[config.mk]
export PLATFORM = sky130hd
export DESIGN_NAME = uart_rx
export DESIGN_NICKNAME = d
export VERILOG_FILES = /design/src/rtl/uart_pkg.sv /design/src/rtl/uart_sync2.sv /design/src/rtl/uart_rx.sv
export SDC_FILE = /design/constraint.sdc
export NUM_CORES = 1
export LEC_CHECK = 0
export ABC_CLOCK_PERIOD_IN_PS = 1800
export CORE_MARGIN = 3
export CORE_UTILIZATION = 28
export DETAILED_ROUTE_END_ITERATION = 6
export SYNTH_ARGS = -nofsm -noshare
export SYNTH_HDL_FRONTEND = slang
export SYNTH_HIERARCHICAL = 1
export SYNTH_SLANG_ARGS = --single-unit
[constraint.sdc]
create_clock -name clk -period 1.8 [get_ports clk]
set_input_delay 0.36 -clock clk [delete_from_list [all_inputs] [get_ports clk]]
set_output_delay 0.36 -clock clk [all_outputs]
set_load 0.01 [all_outputs]
[src/rtl/uart_pkg.sv]
// uart_pkg: types, line constants and the parity helper shared by the UART blocks.
package uart_pkg;

  typedef enum logic [2:0] {
    IDLE,
    START,
    PARITY,
    DATA,
    STOP
  } uart_rx_state_t;

  localparam logic UART_START_BIT = 1'b0;
  localparam logic UART_STOP_BIT  = 1'b1;

  // Widest data word the parity helper accepts; narrower words are zero-padded,
  // which leaves the reduction unchanged.
  localparam int UART_MAX_BITS = 16;

  // Odd parity over data+parity: the parity bit is the XNOR-reduction of the data.
  function automatic logic uart_parity(input logic [UART_MAX_BITS-1:0] data);
    return ~^data;
  endfunction

endpackage

[src/rtl/uart_sync2.sv]
// uart_sync2: two-flop synchronizer for an asynchronous single-bit input.
// RST_VAL sets the value presented during and right after reset.
module uart_sync2 #(
  parameter logic RST_VAL = 1'b1
) (
  input  logic clk,
  input  logic rst,
  input  logic d,
  output logic q
);

  logic meta;

  // Two back-to-back flops; the first may go metastable, the second filters it.
  always_ff @(posedge clk) begin
    if (rst) begin
      meta <= RST_VAL;
      q    <= RST_VAL;
    end else begin
      meta <= d;
      q    <= meta;
    end
  end

endmodule

[src/rtl/uart_rx.sv]
// uart_rx: oversampling UART receiver.
// Frame on the wire: START(0), PARITY, D0..D(DATA_BITS-1) LSB first, STOP(1).
// Received bytes are held on a valid/ready output register together with their
// parity/framing flags; a sticky overrun flag records bytes lost to a stalled consumer.
// Build option: define UART_RX_MAJORITY_EN to decide every bit by a 2-of-3 vote of
// the samples at ticks mid-1, mid, mid+1 (decision at mid+1) instead of one mid sample.
module uart_rx
  import uart_pkg::*;
#(
  parameter int OVERSAMPLE = 16,
  parameter int DATA_BITS  = 8
) (
  input  logic                 clk,
  input  logic                 rst,
  input  logic                 sample_tick,
  input  logic                 rx,
  output logic [DATA_BITS-1:0] data_out,
  output logic                 out_valid,
  input  logic                 out_ready,
  output logic                 parity_err,
  output logic                 frame_err,
  output logic                 overrun,
  output logic                 busy
);

  localparam int TCW = $clog2(OVERSAMPLE);
  localparam int BCW = (DATA_BITS > 1) ? $clog2(DATA_BITS) : 1;

`ifdef UART_RX_MAJORITY_EN
  localparam int MAJ_OFS = 1;
`else
  localparam int MAJ_OFS = 0;
`endif

  // Start-bit check lands half a bit after detection; every later decision is a
  // full bit after the previous one. The vote variant shifts all decisions by one tick.
  localparam logic [TCW-1:0] START_LAST = TCW'(OVERSAMPLE/2 - 1 + MAJ_OFS);
  localparam logic [TCW-1:0] BIT_LAST   = TCW'(OVERSAMPLE - 1);
  localparam logic [BCW-1:0] LAST_BIT   = BCW'(DATA_BITS - 1);

  logic                 rx_s;
  logic                 bit_val;
  uart_rx_state_t       state_q, state_d;
  logic [TCW-1:0]       tick_cnt;
  logic [TCW-1:0]       tick_last;
  logic [BCW-1:0]       bit_cnt;
  logic [DATA_BITS-1:0] shift_reg;
  logic                 p_rx;
  logic                 armed;
  logic                 at_last;
  logic                 do_start, glitch, take_par, take_data, take_stop;

  uart_sync2 #(.RST_VAL(UART_STOP_BIT)) u_sync (
    .clk (clk),
    .rst (rst),
    .d   (rx),
    .q   (rx_s)
  );

`ifdef UART_RX_MAJORITY_EN
  logic [1:0] hist;

  // Keep the two previous tick samples so the decision tick sees three in a row.
  always_ff @(posedge clk) begin
    if (rst)              hist <= 2'b11;
    else if (sample_tick) hist <= {hist[0], rx_s};
  end

  assign bit_val = (hist[1] & hist[0]) | (hist[1] & rx_s) | (hist[0] & rx_s);
`else
  assign bit_val = rx_s;
`endif

  assign tick_last = (state_q == START) ? START_LAST : BIT_LAST;
  assign at_last   = sample_tick && (tick_cnt == tick_last);

  // State register.
  always_ff @(posedge clk) begin
    if (rst) state_q <= IDLE;
    else     state_q <= state_d;
  end

  // Next state plus one-cycle strobes telling the datapath which bit was just decided.
  always_comb begin
    state_d   = state_q;
    do_start  = 1'b0;
    glitch    = 1'b0;
    take_par  = 1'b0;
    take_data = 1'b0;
    take_stop = 1'b0;
    case (state_q)
      IDLE: begin
        // armed blocks a held-low (break) line from spawning frame after frame
        if (sample_tick && armed && (rx_s == UART_START_BIT)) begin
          state_d  = START;
          do_start = 1'b1;
        end
      end
      START: begin
        if (at_last) begin
          if (bit_val != UART_START_BIT) begin
            state_d = IDLE;
            glitch  = 1'b1;
          end else begin
            state_d = PARITY;
          end
        end
      end
      PARITY: begin
        if (at_last) begin
          state_d  = DATA;
          take_par = 1'b1;
        end
      end
      DATA: begin
        if (at_last) begin
          take_data = 1'b1;
          if (bit_cnt == LAST_BIT) state_d = STOP;
        end
      end
      STOP: begin
        // leaving at mid-stop leaves half a bit to catch a back-to-back start edge
        if (at_last) begin
          state_d   = IDLE;
          take_stop = 1'b1;
        end
      end
      default: state_d = IDLE;
    endcase
  end

  // Tick/bit counters, shift register, parity capture and the idle-high re-arm flag.
  always_ff @(posedge clk) begin
    if (rst) begin
      tick_cnt  <= '0;
      bit_cnt   <= '0;
      shift_reg <= '0;
      p_rx      <= 1'b0;
      armed     <= 1'b0;
    end else begin
      if (do_start || at_last)                   tick_cnt <= '0;
      else if (sample_tick && (state_q != IDLE)) tick_cnt <= tick_cnt + 1'b1;

      if (take_par) begin
        p_rx    <= bit_val;
        bit_cnt <= '0;
      end else if (take_data) begin
        bit_cnt <= bit_cnt + 1'b1;
      end

      if (take_data) shift_reg <= {bit_val, shift_reg[DATA_BITS-1:1]};

      if (rx_s == UART_STOP_BIT) armed <= 1'b1;
      if (do_start)              armed <= 1'b0;
      // a low stop bit means the line may be stuck; wait for it to go high again
      if (take_stop && (bit_val != UART_STOP_BIT)) armed <= 1'b0;
    end
  end

  // Output register: a completed frame always lands, even over an unread byte.
  always_ff @(posedge clk) begin
    if (rst) begin
      data_out   <= '0;
      out_valid  <= 1'b0;
      parity_err <= 1'b0;
      frame_err  <= 1'b0;
      overrun    <= 1'b0;
      busy       <= 1'b0;
    end else begin
      if (do_start)                busy <= 1'b1;
      else if (glitch || take_stop) busy <= 1'b0;

      if (take_stop) begin
        data_out   <= shift_reg;
        parity_err <= (p_rx != uart_parity(UART_MAX_BITS'(shift_reg)));
        frame_err  <= (bit_val != UART_STOP_BIT);
        out_valid  <= 1'b1;
        // same-cycle handshake drains the old byte, so that case is not a loss
        if (out_valid && !out_ready) overrun <= 1'b1;
      end else if (out_valid && out_ready) begin
        out_valid <= 1'b0;
      end
    end
  end

endmodule

==> results.toml, run 1 <==
[worst_setup_path]
critPathArrivalTime_ns = 1.78
ff2ff_path_depth = 6
crit_type = "reg2reg"
reg2reg_setup_slack_ns = 0.20
cpPeakStageDelay_ns = 0.38
critPathMaxFanout = 6
regToRegEndpoint = "bit_cnt[0]"
r2r_start = "tick_cnt[0]"
end_kind = "flop"
cp_cell_sequence = "ha_1, and4_1, nand3_2, buf_4, xnor2_1, and2_1"
critPathRequiredTime_ns = 1.98
start_kind = "flop"
crit_slowest_cell = "dfxtp_1"

[power_and_ir_drop]
power.ir.vdd_worst_v = 0.000238
power.static_leakage_uw = 0.000765
power.density_nw_per_um2 = 802

[synth]
ys_ff_latch = 35
synth_xor_area_share_pct = 7.65
yosys.area_share.simple_pct = 20.9
synth-compound-area-share_pct = 10.2
postSynthAreaPerCell_um2 = 9.42
async_flop_share_pct = 0
synthMuxAreaShare_pct = 8.45
synthFlopType = "dfxtp_1"
ys_seq_area_share_pct = 45.1
synth_edf_count = 0
synth_cells = 165
syn_area_um2 = 1550
yosys_warnings = 6
syn_nets = 173
synthAdderAreaFrac_pct = 2.42
synth_top_family_by_area = "simple AND/OR/NAND/NOR gates"
synth_cell_types = 39

[timing]
maxSlewHeadroom_pct = 67.7
finalSetupViolations = 0
fin_crit_sh_pct = 89.1
worst_pin_slew_ns = 0.483
hold_violations = 0
slew_violations = 0
rsz0062_at_grt = "false"
fmax_mhz = 623
tns_ns = 0
fin_ws_ns = 0.196
min_period_ns = 1.60
skew_ns = 0.00592

[clock_tree]
cts.clk_slew.worst_paths_ns = 0.07
root_buffer = "clkbuf_8"
cts.sinks = 35
clockBufferDepth = 2
post_cts_buffers = 0
cts_tree = "done"
htreeDepth = 2
postCtsHoldBufs = 0
cts_buffers = 5
clkLatencyLatePin_ns = 0.29
post_cts_resize_count = 0

[drt]
drc_errors = 0
drtIter0Drc = 95
dr.pass1.iters = 4
drt-wirelength-per-cell_um = 11.1
routed_via_density = 4.54
via_count = 1166
antenna_left = 0
wirelength_um = 2840

[cells_and_area]
layout-drive-gt1-share_pct = 11.8
stdcell_count = 257
area_growth_pct = 22.6
final_cell_mix = "dfxtp_1, nor2_1, nand2_1, clkdlybuf4s50_1, a21oi_1"
stdcell_area_um2 = 1910
finish.utilization_pct = 36.4
layout_commonest_cell = "dfxtp_1"
fin_nets = 194
antennaDiodeCount = 0

[min_path]
holdPathEnd = "u_sync/q"
whs_path_depth = 1
min_from = "u_sync/meta"
hold_path_class = "reg2reg"

[global_route]
grt_pass1_vias = 1166
grt_max_degree = 16
globalRouteOverflowTotal = 0
grt_pass1_wl_um = 5080
grt_usage_pct = 9.93
grt_antenna_before_repair = 0

[die]
core-area_um2 = 5240
die_h_um = 80.5
fp.dieW_um = 80.5
dieArea_um2 = 6480
rows = 26
initial_utilization_pct = 29.7
ioPinCount = 18

[place]
post-place-ws_ns = -0.0584
dp_cells = 249
io_buffer_count = 17
detailed_place_hpwl_um = 2070
routabilityCongestion = 0.744
placed_cell_area_um2 = 1790

[job]
drv_cap = 0

[outcome]
status = "complete, no violations"
-- cells in the mapped netlist (3+ instances only) --
| master | count | share of area (%) |
|---|---|---|
| ha_1 | 3 | 2.4 |
| nor2_1 | 20 | 4.8 |
| buf_6 | 4 | 2.9 |
| dfxtp_1 | 35 | 45 |
| nand2_1 | 20 | 4.8 |
| xor2_1 | 3 | 1.7 |
| nand3_1 | 5 | 1.6 |
| nor2b_1 | 4 | 1.6 |
| mux2i_1 | 12 | 7.7 |
| xnor2_1 | 8 | 4.5 |
| buf_2 | 3 | 0.97 |
| a21oi_1 | 13 | 4.2 |
-- per-layer routing --
layer	global-route usage, %	wire [um]	vias to the layer above
met4	5.07	35	0
li1	-	-	600
met3	2.47	73	4
met1	11.9	1340	543
met5	0	0	-
met2	16.3	1390	19
-- worst max path at each step --
stage	start	cells past startpoint	to	slack, ns
floorplan	tick_cnt[0]	7	bit_cnt[0]	0.34
global placement	sample_tick	5	overrun	-0.03
detailed placement	sample_tick	6	bit_cnt[0]	-0.06
CTS	tick_cnt[0]	5	overrun	0.19
global route	tick_cnt[0]	5	armed	0.04
finish	tick_cnt[0]	6	bit_cnt[0]	0.20
-- stage by stage --
step	total power, uW	hold WS, ns
floorplan	823	0.385
global placement	845	0.390
detailed placement	845	0.397
CTS	1560	0.414
global route	1600	0.450
finish	1530	0.408
-- layout make-up --
type	instances	area, um^2
multi-input cells	118	771
repair buffers	25	230
clock buffers	5	68.8
inverters	1	3.75
fillers	535	3330
clock inverters	3	43.8
flip-flops and latches	35	701
well taps	70	87.6
-- logic make-up after synthesis --
family	count (synthesis)
adder cells (fa/ha/maj)	3
flip-flops	35
AND/OR/NAND/NOR	66
AO/OA/AOI/OAI	24
multiplexers	13
buffers and inverters	12
XOR/XNOR	12
-- critical path: cells and delay by family, from the launching register on --
family                   cells  cell delay, ns
XOR/XNOR                     1            0.11
adder cells (fa/ha/maj)      1            0.21
buffers and inverters        1            0.18
flip-flops                   1            0.38
AND/OR/NAND/NOR              3            0.62
-- where the power goes --
group / switching, uW / total [uW] / internal (uW)
Clock: 290 / 702 / 412
Combinational: 21.5 / 43.6 / 22.2
Sequential: 4.54 / 783 / 779
Total: 316 / 1530 / 1210
Power figures use the tool's default switching activity.
==> inputs of run 2 (changes only) <==
==> constraint.sdc (replaced) <==
create_clock -name clk -period 1.8 [get_ports clk]
set_input_delay 0.36 -clock clk [delete_from_list [all_inputs] [get_ports clk]]
set_output_delay 0.36 -clock clk [all_outputs]
set_load 0.02 [all_outputs]
==> results of run 2 <==
The final DEF is identical to that of run 1. Status: complete, no violations.
==> inputs of run 3 (changes only) <==
--- a/config.mk
+++ b/config.mk
@@ -6,7 +6,7 @@
 export NUM_CORES = 1
 export LEC_CHECK = 0
 export ABC_CLOCK_PERIOD_IN_PS = 1800
-export CORE_MARGIN = 3
+export CORE_MARGIN = 2
 export CORE_UTILIZATION = 28
 export DETAILED_ROUTE_END_ITERATION = 6
 export SYNTH_ARGS = -nofsm -noshare
==> run 3 against run 2 <==
Non-clock buffer count shrank 2. Global-route usage grew 0.43 points. Wire length shrank 0.42%. Cell area grew 0.39%. Fmax is essentially flat. Critical path depth is the same. Combinational power shrank 4.8%. Critical path type unchanged. Highest routed layer unchanged.
==> results.toml, run 3 (synthesis results as in run 1) <==
[power_and_ir_drop]
power.ir.vdd_worst_v = 0.000429
switching_share_pct = 18.9
power.static_leakage_uw = 0.000762
p_int_uw = 1350
switchingPower_uw = 316
seqPwrFrac_pct = 46.9
p_comb_share_pct = 2.5
power_frac_clock_pct = 50.6
power.density_nw_per_um2 = 873

[min_path]
min_from = "u_sync/meta"
hold_path_class = "reg2reg"
whs_path_depth = 1
holdPathEnd = "u_sync/q"

[clock_tree]
root_buffer = "clkbuf_8"
cts_buffers = 5
htreeDepth = 2
post_cts_resize_count = 0
cts.sinks = 35
clkLatencyLatePin_ns = 0.29
clockBufferDepth = 2
cts.clk_slew.worst_paths_ns = 0.07
cts_tree = "done"
post_cts_buffers = 0
postCtsHoldBufs = 0

[job]
drv_cap = 0

[worst_setup_path]
cpPeakStageDelay_ns = 0.34
critPathMaxFanout = 7
worst-path-buf-inv = 1
reg2reg_setup_slack_ns = 0.20
critPathTopFamily = "flip-flops"
start_kind = "flop"
ff2ff_path_depth = 6
critPathRequiredTime_ns = 1.97
end_kind = "flop"
crit_slowest_cell = "dfxtp_1"
cp_cell_sequence = "ha_1, and4_1, buf_4, mux2_2, a22oi_1, nor2_1"
critPathArrivalTime_ns = 1.78
regToRegEndpoint = "state_q[0]"
crit_type = "reg2reg"
r2r_start = "tick_cnt[0]"

[cells_and_area]
area_growth_pct = 23.1
layout-drive-gt1-share_pct = 10.3
stdcell_area_um2 = 1910
layout_commonest_cell = "dfxtp_1"
regArea_um2 = 701
antennaDiodeCount = 0
final_cell_mix = "dfxtp_1, nor2_1, nand2_1, clkdlybuf4s50_1, a21oi_1"
fill_cells = 567
fin_nets = 192
finish.utilization_pct = 35.2
multi_input_area_um2 = 771

[global_route]
grt_max_degree = 23
grt_pass1_vias = 1099
grt_usage_pct = 10.4
grt_pass1_wl_um = 4990
globalRouteOverflowTotal = 0
grt_antenna_before_repair = 0

[die]
ioPinCount = 18
die_h_um = 78.5
core-area_um2 = 5440
fp.dieW_um = 78.5
initial_utilization_pct = 28.6
dieArea_um2 = 6160
rows = 27

[timing]
rsz0062_at_grt = "false"
slew_violations = 0
hold_violations = 0
worst_pin_slew_ns = 0.486
min_period_ns = 1.60
maxSlewHeadroom_pct = 67.5
skew_ns = 0.00723
fmax_mhz = 624
fin_crit_sh_pct = 89.1
finalSetupViolations = 0

[drt]
dr.pass1.iters = 4
drtIter0Drc = 33
drt-wirelength-per-cell_um = 11.0
via_count = 1156
antenna_left = 0
routed_via_density = 4.50
drc_errors = 0
wirelength_um = 2830

[place]
io_buffer_count = 17
routabilityCongestion = 0.761
detailed_place_hpwl_um = 1940
placed_cell_area_um2 = 1780

[outcome]
status = "complete, no violations"
==> run 3: changes by cell type in the layout (fill, tap and decap cells not counted), sizes merged <==
cell / before / now
clkbuf: 5 / 6
buf: 8 / 6
clkinv: 2 / 0
bufinv: 1 / 2
==> run 3: layout make-up <==
| class | count | area share [%] |
|---|---|---|
| clock buffers | 6 | 3.79 |
| multi-input cells | 118 | 40.3 |
| inverters | 1 | 0.196 |
| flip-flops and latches | 35 | 36.6 |
| repair buffers | 23 | 11.2 |
| well taps | 72 | 4.71 |
| clock inverters | 2 | 3.14 |
==> run 3: worst max path at each step <==
stage / start / end / slack (ns) / cells after the start
floorplan: tick_cnt[0] / bit_cnt[0] / 0.34 / 7
global placement: sample_tick / state_q[0] / -0.02 / 6
detailed placement: sample_tick / armed / -0.04 / 5
CTS: data_out[1] / data_out[1] / 0.19 / 1
global route: tick_cnt[0] / state_q[0] / 0.09 / 6
finish: tick_cnt[0] / state_q[0] / 0.20 / 6
==> run 3: power by group through the flow <==
stage	clock network, uW	logic [uW]	registers (uW)
after floorplan	0	23.5	800
after global placement	0	43.1	801
after detailed placement	0	42.8	801
after CTS	877	43.2	783
after global routing	901	46.7	784
final	845	41.9	783
==> run 3: per-layer routing <==
metal / global-route usage (%) / share of wire, % / wire (um) / vias to the layer above
li1: - / - / - / 599
met1: 12.9 / 49 / 1370 / 526
met2: 15.9 / 45 / 1270 / 24
met3: 3.45 / 4.3 / 123 / 7
met4: 5.26 / 2.1 / 58 / 0
met5: 0 / 0 / 0 / -
==> run 3: stage by stage <==
stage	setup slack, ns	total power (uW)	hold WS (ns)	std cells	setup TNS [ns]
floorplan	0.336	823	0.385	165	0
global placement	-0.0215	844	0.388	249	-0.0729
detailed placement	-0.0442	844	0.397	249	-0.251
CTS	0.185	1700	0.414	257	0
global route	0.0924	1730	0.425	257	0
finish	0.196	1670	0.411	257	0
==> run 3: worst register-to-register path, stage by stage (launching register included) <==
cell and delay (ns):
dfxtp_1 0.34, ha_1 0.23, and4_1 0.26, buf_4 0.18, mux2_2 0.26, a22oi_1 0.18, nor2_1 0.05
